## src/rtl/pc_fetch_ctrl.sv

```systemverilog
// Fetch/sequence controller for the calculator PC unit: fetches instruction
// bytes over a req/ack handshake, decodes the class and strobes the PC update.
module pc_fetch_ctrl #(
    parameter int         TIMEOUT = 15,
    parameter int         CNT_W   = 16,
    parameter logic [7:0] HALT_OP = 8'hFF
) (
    input  logic             clk,
    input  logic             clr,
    input  logic             run,
    input  logic [7:0]       pc_in,
    input  logic [7:0]       alu_res,
    input  logic             alu_zero,
    output logic [7:0]       mem_addr,
    output logic             mem_req,
    input  logic             mem_ack,
    input  logic [7:0]       mem_rdata,
    output logic [1:0]       pc_m,
    output logic [7:0]       pc_data,
    output logic             pc_step,
    output logic [7:0]       instr,
    output logic             instr_valid,
    output logic [CNT_W-1:0] retired,
    output logic             halted,
    output logic             err
);

    typedef enum logic [2:0] {
        S_IDLE,
        S_FETCH,
        S_DECODE,
        S_OPERAND,
        S_UPDATE,
        S_SETTLE,
        S_HALT
    } state_t;

    localparam logic [7:0] WAIT_LAST = 8'(TIMEOUT - 1);

    state_t           state_q, state_d;
    logic [7:0]       wait_q, wait_d;
    logic [7:0]       instr_q, instr_d;
    logic             instr_valid_q, instr_valid_d;
    logic [1:0]       pc_m_q, pc_m_d;
    logic [7:0]       pc_data_q, pc_data_d;
    logic [CNT_W-1:0] retired_q, retired_d;
    logic             halted_q, halted_d;
    logic             err_q, err_d;

    logic             taken;
    logic [7:0]       pc_plus1;
    logic [7:0]       pc_plus2;

    // The PC unit reads the ALU result itself when pc_m=11.
    logic             unused_ok;
    assign unused_ok = ^alu_res;

    assign taken    = !instr_q[5] || alu_zero;
    assign pc_plus1 = pc_in + 8'd1;
    assign pc_plus2 = pc_in + 8'd2;

    always_ff @(posedge clk or posedge clr) begin
        if (clr) begin
            state_q       <= S_IDLE;
            wait_q        <= '0;
            instr_q       <= '0;
            instr_valid_q <= 1'b0;
            pc_m_q        <= 2'b00;
            pc_data_q     <= '0;
            retired_q     <= '0;
            halted_q      <= 1'b0;
            err_q         <= 1'b0;
        end else begin
            state_q       <= state_d;
            wait_q        <= wait_d;
            instr_q       <= instr_d;
            instr_valid_q <= instr_valid_d;
            pc_m_q        <= pc_m_d;
            pc_data_q     <= pc_data_d;
            retired_q     <= retired_d;
            halted_q      <= halted_d;
            err_q         <= err_d;
        end
    end

    // pc_m/pc_data are computed on the way into UPDATE so they are stable during the strobe.
    always_comb begin
        state_d       = state_q;
        wait_d        = wait_q;
        instr_d       = instr_q;
        instr_valid_d = 1'b0;
        pc_m_d        = pc_m_q;
        pc_data_d     = pc_data_q;
        retired_d     = retired_q;
        halted_d      = halted_q;
        err_d         = err_q;
        mem_req       = 1'b0;
        mem_addr      = 8'h00;
        pc_step       = 1'b0;

        unique case (state_q)
            S_IDLE: begin
                if (run) begin
                    wait_d  = '0;
                    state_d = S_FETCH;
                end
            end
            S_FETCH: begin
                mem_req  = 1'b1;
                mem_addr = pc_in;
                if (mem_ack) begin
                    instr_d       = mem_rdata;
                    instr_valid_d = 1'b1;
                    state_d       = S_DECODE;
                end else if (wait_q == WAIT_LAST) begin
                    err_d    = 1'b1;
                    halted_d = 1'b1;
                    state_d  = S_HALT;
                end else begin
                    wait_d = wait_q + 8'd1;
                end
            end
            S_DECODE: begin
                if (instr_q == HALT_OP) begin
                    halted_d = 1'b1;
                    state_d  = S_HALT;
                end else if (instr_q[7:6] == 2'b10) begin
                    wait_d  = '0;
                    state_d = S_OPERAND;
                end else begin
                    state_d = S_UPDATE;
                    unique case (instr_q[7:6])
                        2'b00:   pc_m_d = 2'b00;
                        2'b01:   pc_m_d = 2'b01;
                        default: pc_m_d = taken ? 2'b11 : 2'b00;
                    endcase
                end
            end
            S_OPERAND: begin
                mem_req  = 1'b1;
                mem_addr = pc_plus1;
                if (mem_ack) begin
                    pc_m_d    = 2'b10;
                    pc_data_d = taken ? mem_rdata : pc_plus2;
                    state_d   = S_UPDATE;
                end else if (wait_q == WAIT_LAST) begin
                    err_d    = 1'b1;
                    halted_d = 1'b1;
                    state_d  = S_HALT;
                end else begin
                    wait_d = wait_q + 8'd1;
                end
            end
            S_UPDATE: begin
                pc_step = 1'b1;
                if (retired_q != {CNT_W{1'b1}}) begin
                    retired_d = retired_q + CNT_W'(1);
                end
                state_d = S_SETTLE;
            end
            S_SETTLE: begin
                if (run) begin
                    wait_d  = '0;
                    state_d = S_FETCH;
                end else begin
                    state_d = S_IDLE;
                end
            end
            default: begin
                state_d = S_HALT;
            end
        endcase
    end

    assign pc_m        = pc_m_q;
    assign pc_data     = pc_data_q;
    assign instr       = instr_q;
    assign instr_valid = instr_valid_q;
    assign retired     = retired_q;
    assign halted      = halted_q;
    assign err         = err_q;

endmodule

```

## config.mk

```make
export PLATFORM = sky130hd
export DESIGN_NAME = pc_fetch_ctrl
export DESIGN_NICKNAME = d
export VERILOG_FILES = /design/src/rtl/pc_fetch_ctrl.sv
export SDC_FILE = /design/constraint.sdc
export NUM_CORES = 1
export LEC_CHECK = 0
export CORE_MARGIN = 3
export CORE_UTILIZATION = 52
export CTS_BUF_LIST = sky130_fd_sc_hd__clkbuf_8
export DETAILED_ROUTE_END_ITERATION = 10
export HOLD_SLACK_MARGIN = 0.05
export PLACE_DENSITY = 0.85
export SKIP_CTS_REPAIR_TIMING = 1
export SYNTH_ARGS = -nofsm -noshare
export SYNTH_HDL_FRONTEND = slang
export SYNTH_SLANG_ARGS = --single-unit
```

## constraint.sdc

```tcl
create_clock -name clk -period 3.3 [get_ports clk]
set_input_delay 0.66 -clock clk [delete_from_list [all_inputs] [get_ports clk]]
set_output_delay 0.66 -clock clk [all_outputs]
set_load 0.005 [all_outputs]
```

==> results of run 1 <==
## final timing paths
check / from / slack, ns / depth (start not counted) / end
worst min-delay path: err / 0.48 / 1 / err
max in group asynchronous: clr / 1.97 / 3 / instr[2]
worst max register to register: state_q[2] / 1.01 / 6 / pc_m[1]
worst min register to register: err / 0.48 / 1 / err
worst max-delay path: pc_in[3] / 0.16 / 6 / mem_addr[6]
min in group asynchronous: clr / 0.75 / 2 / instr_valid
## synth_stat cells, drive strengths merged, types with 3 or more instances
master | count | area (um^2)
dfrtp | 48 | 1200
nand2 | 35 | 131
nor2 | 20 | 75.1
nand3 | 16 | 80.1
o21ai | 14 | 70.1
xor2 | 13 | 114
a21oi | 12 | 60.1
mux2 | 10 | 113
xnor2 | 10 | 87.6
nand4 | 8 | 50.1
nor3 | 8 | 40.0
clkbuf | 7 | 26.3
inv | 7 | 26.3
mux2i | 6 | 60.1
nor4 | 6 | 43.8
ha | 5 | 62.6
nand2b | 5 | 31.3
or3 | 5 | 32.5
a22oi | 4 | 30.0
o21a | 4 | 30.0
a31oi | 3 | 18.8
buf | 3 | 26.3
nor2b | 3 | 18.8
or3b | 3 | 28.8
## layer usage
layer	wire length, um	share of wire	vias to the layer above	global-route usage
li1	-	-	1148	-
met5	0	0	-	0
met3	530	0.087	4	0.0719
met4	41	0.0067	0	0.0427
met1	2660	0.44	1115	0.273
met2	2850	0.47	90	0.336
## cell families after synthesis
| kind of cell | after synthesis |
|---|---|
| fa+ha+maj | 5 |
| flops | 48 |
| simple gates | 123 |
| xor+xnor | 23 |
| buf+inv | 18 |
| compound gates | 48 |
| mux | 16 |
## state kept, by name, summed over array words and instances, names as in the netlist
register     flops
instr            8
err              1
state_q          3
instr_valid      1
pc_data          8
wait_q           8
halted           1
pc_m             2
retired         16
## report_power, final
part	switching [W]	internal, W
Sequential	0.000181	0.000760
Clock	0.000196	0.000172
Combinational	0.000443	0.000589
## through the flow
step	power (W)	util	std cells
after global placement	0.00196	0.711	415
final	0.00234	0.734	423
after global routing	0.00251	0.734	423
after CTS	0.00236	0.731	423
after detailed placement	0.00198	0.711	415
after floorplan	0.00147	-	281
## area by class of cell
class                      count  area, um^2
multi-input combinational    215        1400
fill                         364        1290
sequential                    48        1200
timing repair buffer          77         751
tap                           67        83.8
clock buffer                   6        82.6
inverter                       8        30.0
clock inverter                 2        13.8
==> results by stage, run 1 <==
Detailed routing:
- The number of DRC violations after detailed-routing iteration 0 is 70.
- The total via count after detailed routing is 2357.
- The post-detailed-route wirelength per cell is 14.4 um.
- The via-per-instance ratio is 5.57.
- The wire length reported by the detailed router is 6080 um.
- The remaining antenna violation count after routing is 0.
- The pre-antenna-repair detailed-routing pass consisted of 4 iterations.
- The number of remaining DRC errors is 0.

Logic synthesis:
- The mean cell area of the mapped netlist is 9.51 um^2.
- Of the total synthesized cell area, the portion taken by full adders, half adders and majority gates is 0.0234.
- The share of the Yosys chip area taken by registers is 0.449.
- Counting every net in the synthesized netlist gives 315.
- The total number of yosys warnings is 0.
- The count of state elements after synthesis is 48.
- In the synthesized netlist the async set-or-reset flop fraction comes to 1.00.
- For this run, the leading register cell type out of synthesis is sky130_fd_sc_hd__dfrtp_1.
- After synthesis the cells add up to 0.00267 mm^2.
- Measured against the total synthesized area, the mux share comes to 0.0646.
- The share of the synthesized area in compound gates (AO/OA/AOI/OAI) was 0.115.
- The count of flip-flops with a built-in enable after synthesis is 0.
- In this run, distinct cell masters in the synthesized netlist total 49.
- Of the total synthesized cell area, the portion taken by AND, OR, NAND and NOR gates is 0.242.
- Of the total synthesized cell area, the portion taken by XOR and XNOR cells is 0.0754.
- The largest family of logic cells by synthesized area is simple AND/OR/NAND/NOR gates.
- The cell count after synthesis is 281.

Clock tree:
- After clock tree synthesis, the clock-pin slew on the worst setup and hold paths is 0.08 ns.
- The number of sinks handled by clock tree synthesis is 48.
- The number of buffers created by CTS is 5.
- The tree is rooted in a sky130_fd_sc_hd__clkbuf_8.
- The clock reaches the later pin of the worst-skew pair after 0.30 ns.
- TritonCTS built the clock tree.
- The deepest level of the CTS H-tree is 2.
- The maximum clock path buffer count is 2.

Finish:
- The antenna diode count is 0.
- The area of all placed cells without fillers is 0.00356 mm^2.
- The growth of design area from synthesis to finish is 33.1%.
- In the final layout, the share of cells above drive strength 1 is 0.112.
- The number of nets in the finished design is 389.
- In the layout the commonest cells are 65 x sky130_fd_sc_hd__clkdlybuf4s50_1, 48 x sky130_fd_sc_hd__dfrtp_1, 35 x sky130_fd_sc_hd__nand2_1.
- The library cell used most frequently in the layout, excluding fill and tap cells, is sky130_fd_sc_hd__clkdlybuf4s50_1.

Timing:
- The setup TNS is 0 ns.
- Timing would allow up to 318 MHz.
- The final critical-path required period is 3.14 ns.
- At the pin with the least slew margin, the transition time is 0.688 ns.
- The count of endpoints failing setup in the final report is 0.
- The final count of pins violating max slew is 0.
- The worst pin sits at a relative slew slack of 0.537.
- The final worst slack is 0.155 ns.
- On the final layout, the worst hold slack is 0.479 ns.
- The hold violation total from the final report is 0.
- The worst-case clock skew is 0.00929 ns.
- Setup repair after global routing left no endpoint under its margin.
- The share of the clock period used by the worst path after layout is 0.953.

Critical path:
- The signal on the critical path passes through clkdlybuf4s50_1 > and2_1 > nand3_1 > or3_1 > a21oi_1 > clkdlybuf4s50_1.
- For the worst setup path, the data arrival time is 2.48 ns.
- The critical path is of the primary input to primary output type.
- The critical path's top delay family is buffers and inverters.
- Among the stages of the critical path, the cell type that occurs most often is sky130_fd_sc_hd__clkdlybuf4s50_1.
- The slowest stage cell on the critical path is sky130_fd_sc_hd__clkdlybuf4s50_1.
- In this design, the stage delay of the slowest critical-path cell is 0.53 ns.
- The kind of start point of the critical path is a primary input.
- Along the worst path, the maximum fanout reaches 3.
- The worst path buffer plus inverter count is 2.
- The required time of the critical path is 2.64 ns.
- The worst setup path is captured at a primary output.

Flow run:
- The reported max-cap violation count is 0.

Worst hold path:
- The path type of the worst min-delay path is flip-flop to flip-flop.

Floorplanning:
- The horizontal extent of the die is 77.7 um.
- The die covers 0.00604 mm^2.
- The height of the chip is 77.7 um.
- The core outline area is 0.00485 mm^2.
- The effective utilization at floorplan is 0.551.
- The count of pins on the block boundary is 76.
- Row generation in the floorplan step produced 25 rows.

Global routing:
- The initial antenna violation count was 0.
- The wire length of the first global-routing pass is 10400 um.
- The all-layer global routing usage is 0.209.
- The number of global-route vias before repair came to 2251.
- Entering global routing, the biggest net connects 31 pins.
- The global route total overflow is 0.

Place:
- Summed over all nets, the half-perimeter wirelength after detailed placement is 4670 um.
- The congestion estimate from routability-driven global placement came to 0.864.
- The worst slack at placement is 0.0318 ns.
- In this run the tool buffered the top-level ports with 67 buffer cells.
- Summing all placed instances gives a cell area of 0.00345 mm^2.

Power:
- Across the VDD grid, the largest voltage drop is 431 uV.
- The analysis attributes to cell leakage a power of 1.51 nW.
- Dividing total power by cell area gives a power density of 658 mW/mm^2.

Run status:
- The flow ran to the end, and the final reports show no timing, DRC or antenna violations.
Power figures use the tool's default switching activity.
==> inputs of run 2 (changes only) <==
--- a/config.mk
+++ b/config.mk
@@ -11,6 +11,7 @@
 export DETAILED_ROUTE_END_ITERATION = 10
 export HOLD_SLACK_MARGIN = 0.05
 export PLACE_DENSITY = 0.85
+export REMOVE_ABC_BUFFERS = 1
 export SKIP_CTS_REPAIR_TIMING = 1
 export SYNTH_ARGS = -nofsm -noshare
 export SYNTH_HDL_FRONTEND = slang
==> results by stage, run 2 (same netlist as run 1, synthesis figures left out) <==
Detailed routing:
- The met2 wire length is 3120 um.
- The wire length reported by the detailed router is 6530 um.
- The total via count after detailed routing is 2364.
- In the final routing, the length of wire on met1 measures 2920 um.
- For this run, design rule violations remaining after detail routing come to 0.
- The routed design uses 423 um of met3 wire.
- The post-detailed-route wirelength per cell is 15.6 um.
- In this run the remaining antenna-violating nets after routing total 0.
- The via-per-instance ratio is 5.63.
- The highest metal layer carrying signal wires in the routed design is met4.
- In this run, the number of DRC markers left after iteration 0 of detailed routing was 137.
- The detailed-routing iteration count for the pre-antenna-repair pass is 4.

Timing:
- The hold violation total from the final report is 0.
- The count of endpoints failing setup in the final report is 0.
- The maximum frequency from static timing analysis is 313 MHz.
- The setup TNS is 0 ns.
- Of the available clock period, the critical path in the final layout requires 0.968.
- After layout, the minimum clock period comes to 3.19 ns.
- The final worst slack is 0.106 ns.
- The transition time at the pin with the least slew margin is 0.987 ns.
- Setup repair after global routing left no endpoint under its margin.
- In this run the tightest slew margin relative to its limit is 0.341.
- The final count of pins violating max slew is 0.
- The worst-case clock skew is 0.00470 ns.

Global routing:
- The number of global-route vias before repair is 2332.
- The initial antenna violation count came to 0.
- The wire length of the first global-routing pass is 11300 um.
- The largest net degree at the start of global routing is 49.
- The global route total overflow is 0.
- Across every metal layer, demand over resource in global routing totals 0.231.

Finish:
- Leaving out fill and tap cells, the most frequent cell in the layout is sky130_fd_sc_hd__clkdlybuf4s50_1.
- Leaving out fill and tap cells, the most frequent cells in the layout are 66 x sky130_fd_sc_hd__clkdlybuf4s50_1, 48 x sky130_fd_sc_hd__dfrtp_1, 35 x sky130_fd_sc_hd__nand2_1.
- The register with the most flip-flops in the layout has 16 of them.
- In the final layout, the share of cells above drive strength 1 is 0.102.
- In the final design database the tool counted 386 nets.
- The growth of design area from synthesis to finish is 32.8%.
- The antenna diode count is 0.

Critical path:
- Tracing the worst setup path back leads to its startpoint at pc_in[1].
- At the worst endpoint, the required time is 2.64 ns.
- At the worst endpoint, the arrival time is 2.53 ns.
- Following the worst setup path forward leads to its endpoint at mem_addr[5].
- Measured in cells, the most critical reg-to-reg path has a length of 6.
- The worst register-to-register path ends at pc_m[0].
- The launching point of the worst reg2reg path is state_q[2].
- The category of the most critical setup path is primary input to primary output.
- Along the worst path, the maximum fanout reaches 5.
- The kind of start point of the critical path is a primary input.
- The nature of the critical path endpoint is a primary output.
- The setup check on the worst reg-to-reg path leaves a slack of 1.16 ns.

Floorplanning:
- The core outline area is 0.00485 mm^2.
- The floorplan has 25 rows.
- The die footprint is 0.00604 mm^2.
- The initial utilization of the core area, before any placement, comes to 0.551.
- The count of pins on the block boundary is 76.
- The die is 77.7 um wide.
- The height of the chip is 77.7 um.

Clock tree:
- TritonCTS built the clock tree.
- The clock passes through at most 2 buffers.
- The buffer cell driving the clock tree root is sky130_fd_sc_hd__clkbuf_8.
- The clock slew seen by the registers of the worst setup and hold paths is 0.09 ns.
- Counting the buffers created by CTS gives 5.
- The clock net in this run drives a total of 48 sinks.
- The H-tree was split into 2 levels.
- The worst-skew pair later-pin latency is 0.30 ns.

Place:
- The total of buffers placed on input and output ports is 67.
- The global placer's final weighted congestion is 0.848.
- The worst slack at placement is 0.0401 ns.
- The sum of net half-perimeters after detailed placement is 4740 um.

Run status:
- The run finished with clean final reports.

Power:
- IR analysis of the VDD net gives a maximum drop of 491 uV.
- For this design the ratio of total power to cell area is 685 mW/mm^2.
- The standby leakage power is 1.48 nW.
- The total power consumption of the routed design is 0.00243 W.

Flow run:
- Across the run, the number of max-cap violations was 0.

Worst hold path:
- The path type of the worst min-delay path is flip-flop to flip-flop.
[run 2: changes by cell type in the layout (fill, tap and decap cells not counted)]
| cell | before | now |
|---|---|---|
| sky130_fd_sc_hd__clkdlybuf4s50_1 | 65 | 66 |
| sky130_fd_sc_hd__dlymetal6s2s_1 | 2 | 1 |
| sky130_fd_sc_hd__clkbuf_8 | 6 | 5 |
| sky130_fd_sc_hd__bufinv_16 | 0 | 1 |
| sky130_fd_sc_hd__ha_2 | 1 | 0 |
| sky130_fd_sc_hd__buf_4 | 10 | 7 |
| sky130_fd_sc_hd__clkinv_2 | 1 | 0 |
| sky130_fd_sc_hd__clkinvlp_4 | 0 | 1 |
| sky130_fd_sc_hd__ha_1 | 4 | 5 |
[run 2: layout make-up]
| type | count | area, um^2 |
|---|---|---|
| sequential | 48 | 1200 |
| clock inverter | 3 | 46.3 |
| inverter | 8 | 30.0 |
| fill | 347 | 1300 |
| multi-input combinational | 215 | 1390 |
| tap | 67 | 83.8 |
| timing repair buffer | 74 | 726 |
| clock buffer | 5 | 68.8 |
[run 2: through the flow]
step                      hold slack (ns)   util  area, um^2  std cells
after global routing                0.506  0.732        3550        420
after floorplan                     0.459      -        2620        271
after CTS                           0.477  0.731        3540        420
after global placement              0.449  0.707        3430        412
after detailed placement            0.452  0.707        3430        412
final                               0.471  0.732        3550        420
[run 2: metal layers]
metal | vias to the layer above | GRT usage
met1 | 1127 | 0.293
li1 | 1147 | -
met3 | 7 | 0.0615
met5 | - | 0
met2 | 83 | 0.385
met4 | 0 | 0.0676
[run 2: report_power, final]
part | switching (W) | total (W) | internal [W]
Combinational | 0.000451 | 0.00104 | 0.000587
Sequential | 0.000196 | 0.000956 | 0.000760
Clock | 0.000210 | 0.000439 | 0.000228
Total | 0.000857 | 0.00243 | 0.00158
[run 2: critical path, cell delays in order]
cell	delay, ns
sky130_fd_sc_hd__clkdlybuf4s50_1	0.53
sky130_fd_sc_hd__ha_1	0.20
sky130_fd_sc_hd__nand3_2	0.12
sky130_fd_sc_hd__or3_1	0.36
sky130_fd_sc_hd__a21oi_1	0.15
sky130_fd_sc_hd__clkdlybuf4s50_1	0.51
[run 2: how the worst min path moves through the flow]
stage	start	end	slack [ns]	cells after the start
final	err	err	0.47	1
after global routing	halted	halted	0.51	2
after CTS	err	err	0.48	1
after detailed placement	err	err	0.45	1
after global placement	err	err	0.45	1
after floorplan	err	err	0.46	1
==> inputs of run 3 (changes only) <==
--- a/config.mk
+++ b/config.mk
@@ -9,6 +9,7 @@
 export CORE_UTILIZATION = 52
 export CTS_BUF_LIST = sky130_fd_sc_hd__clkbuf_8
 export DETAILED_ROUTE_END_ITERATION = 10
+export GPL_TIMING_DRIVEN = 0
 export HOLD_SLACK_MARGIN = 0.05
 export PLACE_DENSITY = 0.85
 export REMOVE_ABC_BUFFERS = 1
==> results by stage, run 3 (same netlist as run 1, synthesis figures left out) <==
Run status:
- The flow ran to the end, and the final reports show no timing, DRC or antenna violations.

Power:
- The internal portion of the total power is 0.00164 W.
- The total power consumption of the routed design is 0.00248 W.
- The proportion of power drawn by the clock network is 0.206.
- The peak ir drop on the vdd network is 423 uV.
- The power per standard cell area is 696 mW/mm^2.
- The share of total power consumed by net switching is 0.340.
- The switching power summed over all nets is 0.000843 W.
- In this run the static leakage power is 1.50 nW.
- Of the total power, registers draw 0.395.
- The combinational cell fraction of total power is 0.399.

Place:
- The placed cell area is 0.00339 mm^2.
- The congestion estimate from routability-driven global placement came to 0.844.
- The count of buffers added on input and output ports is 67.
- After legalization and detailed placement, the total HPWL measured 4780 um.
- In this run, placement finished with an instance count of 406.

Finish:
- Of the cells placed in the final design, the portion with a size suffix greater than 1 is 0.0893.
- The antenna diode count is 0.
- Compared with the post-synthesis result, the final layout area differs by 33.2%.
- Leaving out fill and tap cells, the most frequent cells in the layout are 63 x sky130_fd_sc_hd__clkdlybuf4s50_1, 48 x sky130_fd_sc_hd__dfrtp_1, 35 x sky130_fd_sc_hd__nand2_1.
- The number of nets in the finished design is 380.
- The count of placed standard cells in the final layout, fillers left out is 414.
- After routing the design area is 0.00356 mm^2.
- The number of flip-flops in the largest register is 16.
- The utilization after layout is 0.734.
- The library cell used most frequently in the layout, excluding fill and tap cells, is sky130_fd_sc_hd__clkdlybuf4s50_1.

Global routing:
- The initial antenna violation count is 0.
- The wire length of the first global-routing pass is 10800 um.
- The global route total overflow is 0.
- Entering global routing, the biggest net connects 38 pins.
- The number of global-route vias before repair is 2296.
- The all-layer global routing usage is 0.221.

Detailed routing:
- The top metal layer carrying routed signals is met4.
- Before antenna repair, the detailed router went through 5 iterations.
- The detailed route wirelength on metal3 is 511 um.
- The total via count after detailed routing is 2391.
- For this block, the routed nets add up to 6470 um of wire.
- The detail route stage leaves a number of antenna-violating nets equal to 0.
- The number of DRC violations after detailed-routing iteration 0 is 188.
- The number of remaining DRC errors is 0.
- Dividing the detail-routed wire length by the instance count gives 15.6 um.
- For this block, wires on met1 add up to 2770 um.
- The met2 wire length is 3110 um.
- Using the TritonRoute via totals, the vias-per-cell ratio works out to 5.78.

Critical path:
- STA classifies the critical path endpoint as a primary output.
- The most numerous cell type found on the critical path is sky130_fd_sc_hd__clkdlybuf4s50_1.
- The startpoint identified for the worst register-to-register timing path is state_q[2].
- The category of the most critical setup path is primary input to primary output.
- Traced cell by cell, the critical path runs through clkdlybuf4s50_1 > nand3_2 > or3_1 > a21oi_1 > clkdlybuf4s50_1.
- The origin of the worst setup path is pc_in[4].
- For this run, the slowest stage of the critical path takes 0.62 ns.
- The slowest stage cell on the critical path is sky130_fd_sc_hd__clkdlybuf4s50_1.
- The arrival time at the worst endpoint is 2.50 ns.
- The top fanout value on the critical path is 5.
- The kind of start point of the critical path is a primary input.
- At the worst endpoint, the required time is 2.64 ns.

Flow run:
- The reported max-cap violation count is 0.

Floorplanning:
- The site row count is 25.
- The horizontal extent of the die is 77.7 um.
- The die covers 0.00604 mm^2.
- The floorplan step defined a core boundary enclosing 0.00485 mm^2.
- The count of pins on the block boundary is 76.
- The initial utilization of the core area, before any placement, comes to 0.551.
- In this run the vertical extent of the chip is 77.7 um.

Timing:
- The maximum frequency from static timing analysis is 316 MHz.
- The final critical-path required period is 3.16 ns.
- The share of the clock period used by the worst path after layout is 0.959.
- The hold violation total from the final report is 0.
- Clock skew on the completed layout was measured at 0.0157 ns.
- The final count of pins violating max slew is 0.
- The worst pin sits at a relative slew slack of 0.124.
- Setup violations remaining at the end of the flow were counted as 0.
- For the pin with the worst max-slew slack, the measured transition is 1.31 ns.
- The setup TNS is 0 ns.
- Setup repair after global routing left no endpoint under its margin.

Clock tree:
- After clock tree synthesis, the clock-pin slew on the worst setup and hold paths is 0.08 ns.
- The number of buffers created by CTS is 5.
- TritonCTS built the clock tree.
- The tree is rooted in a sky130_fd_sc_hd__clkbuf_8.
- The worst-skew pair later-pin latency is 0.30 ns.
- The H-tree was split into 2 levels.
- The number of sinks handled by clock tree synthesis is 48.
- The longest clock path from root to sink contains 2 buffers.

Worst hold path:
- The path type of the worst min-delay path is flip-flop to flip-flop.
- The startpoint of the most critical hold path is err.
run 3: changes by cell type in the layout (fill, tap and decap cells not counted):
cell                              previous run  this run
sky130_fd_sc_hd__dlymetal6s2s_1              1         4
sky130_fd_sc_hd__ha_4                        0         1
sky130_fd_sc_hd__buf_12                      0         1
sky130_fd_sc_hd__clkinvlp_4                  1         0
sky130_fd_sc_hd__ha_1                        5         4
sky130_fd_sc_hd__bufinv_16                   1         2
sky130_fd_sc_hd__buf_4                       7         0
sky130_fd_sc_hd__clkdlybuf4s50_1            66        63
run 3: path summary, 6_finish.rpt:
kind / end / slack (ns) / cells after the start
max: mem_addr[5] / 0.14 / 5
min: err / 0.47 / 1
max reg2reg: instr[2] / 0.69 / 3
min reg2reg: err / 0.47 / 1
max in group asynchronous: state_q[0] / 2.18 / 3
min in group asynchronous: instr_valid / 0.61 / 2
run 3: power groups by stage:
stage	logic, W	clock network, W	registers (W)
after floorplan	0.000484	0	0.000943
after global placement	0.000958	0	0.000971
after detailed placement	0.000987	0	0.000980
after CTS	0.000993	0.000518	0.000971
after global routing	0.00109	0.000543	0.00101
final	0.000990	0.000510	0.000978
run 3: metrics by stage:
step	setup slack [ns]	hold WS (ns)
2_1_floorplan	1.13	0.459
3_3_place_gp	-0.0738	0.450
3_5_place_dp	-0.142	0.452
4_1_cts	-0.133	0.476
5_1_grt	0.0578	0.518
6_report	0.135	0.471
run 3: per-layer routing:
metal  GRT usage  vias to the layer above
li1            -                     1134
met1       0.275                     1153
met2       0.368                       94
met3      0.0673                       10
met4      0.0641                        0
met5           0                        -
run 3: worst max-delay path: cells and delay by family:
kind | cells | cell delay, ns
simple gates | 2 | 0.54
buf+inv | 2 | 1.15
compound gates | 1 | 0.15
run 3: cell type report:
type,instances,area [um^2]
multi-input cells,215,1410
inverters,8,30.0
fillers,357,1290
well taps,67,83.8
repair buffers,68,701
flip-flops and latches,48,1200
clock buffers,5,68.8
clock inverters,3,68.8
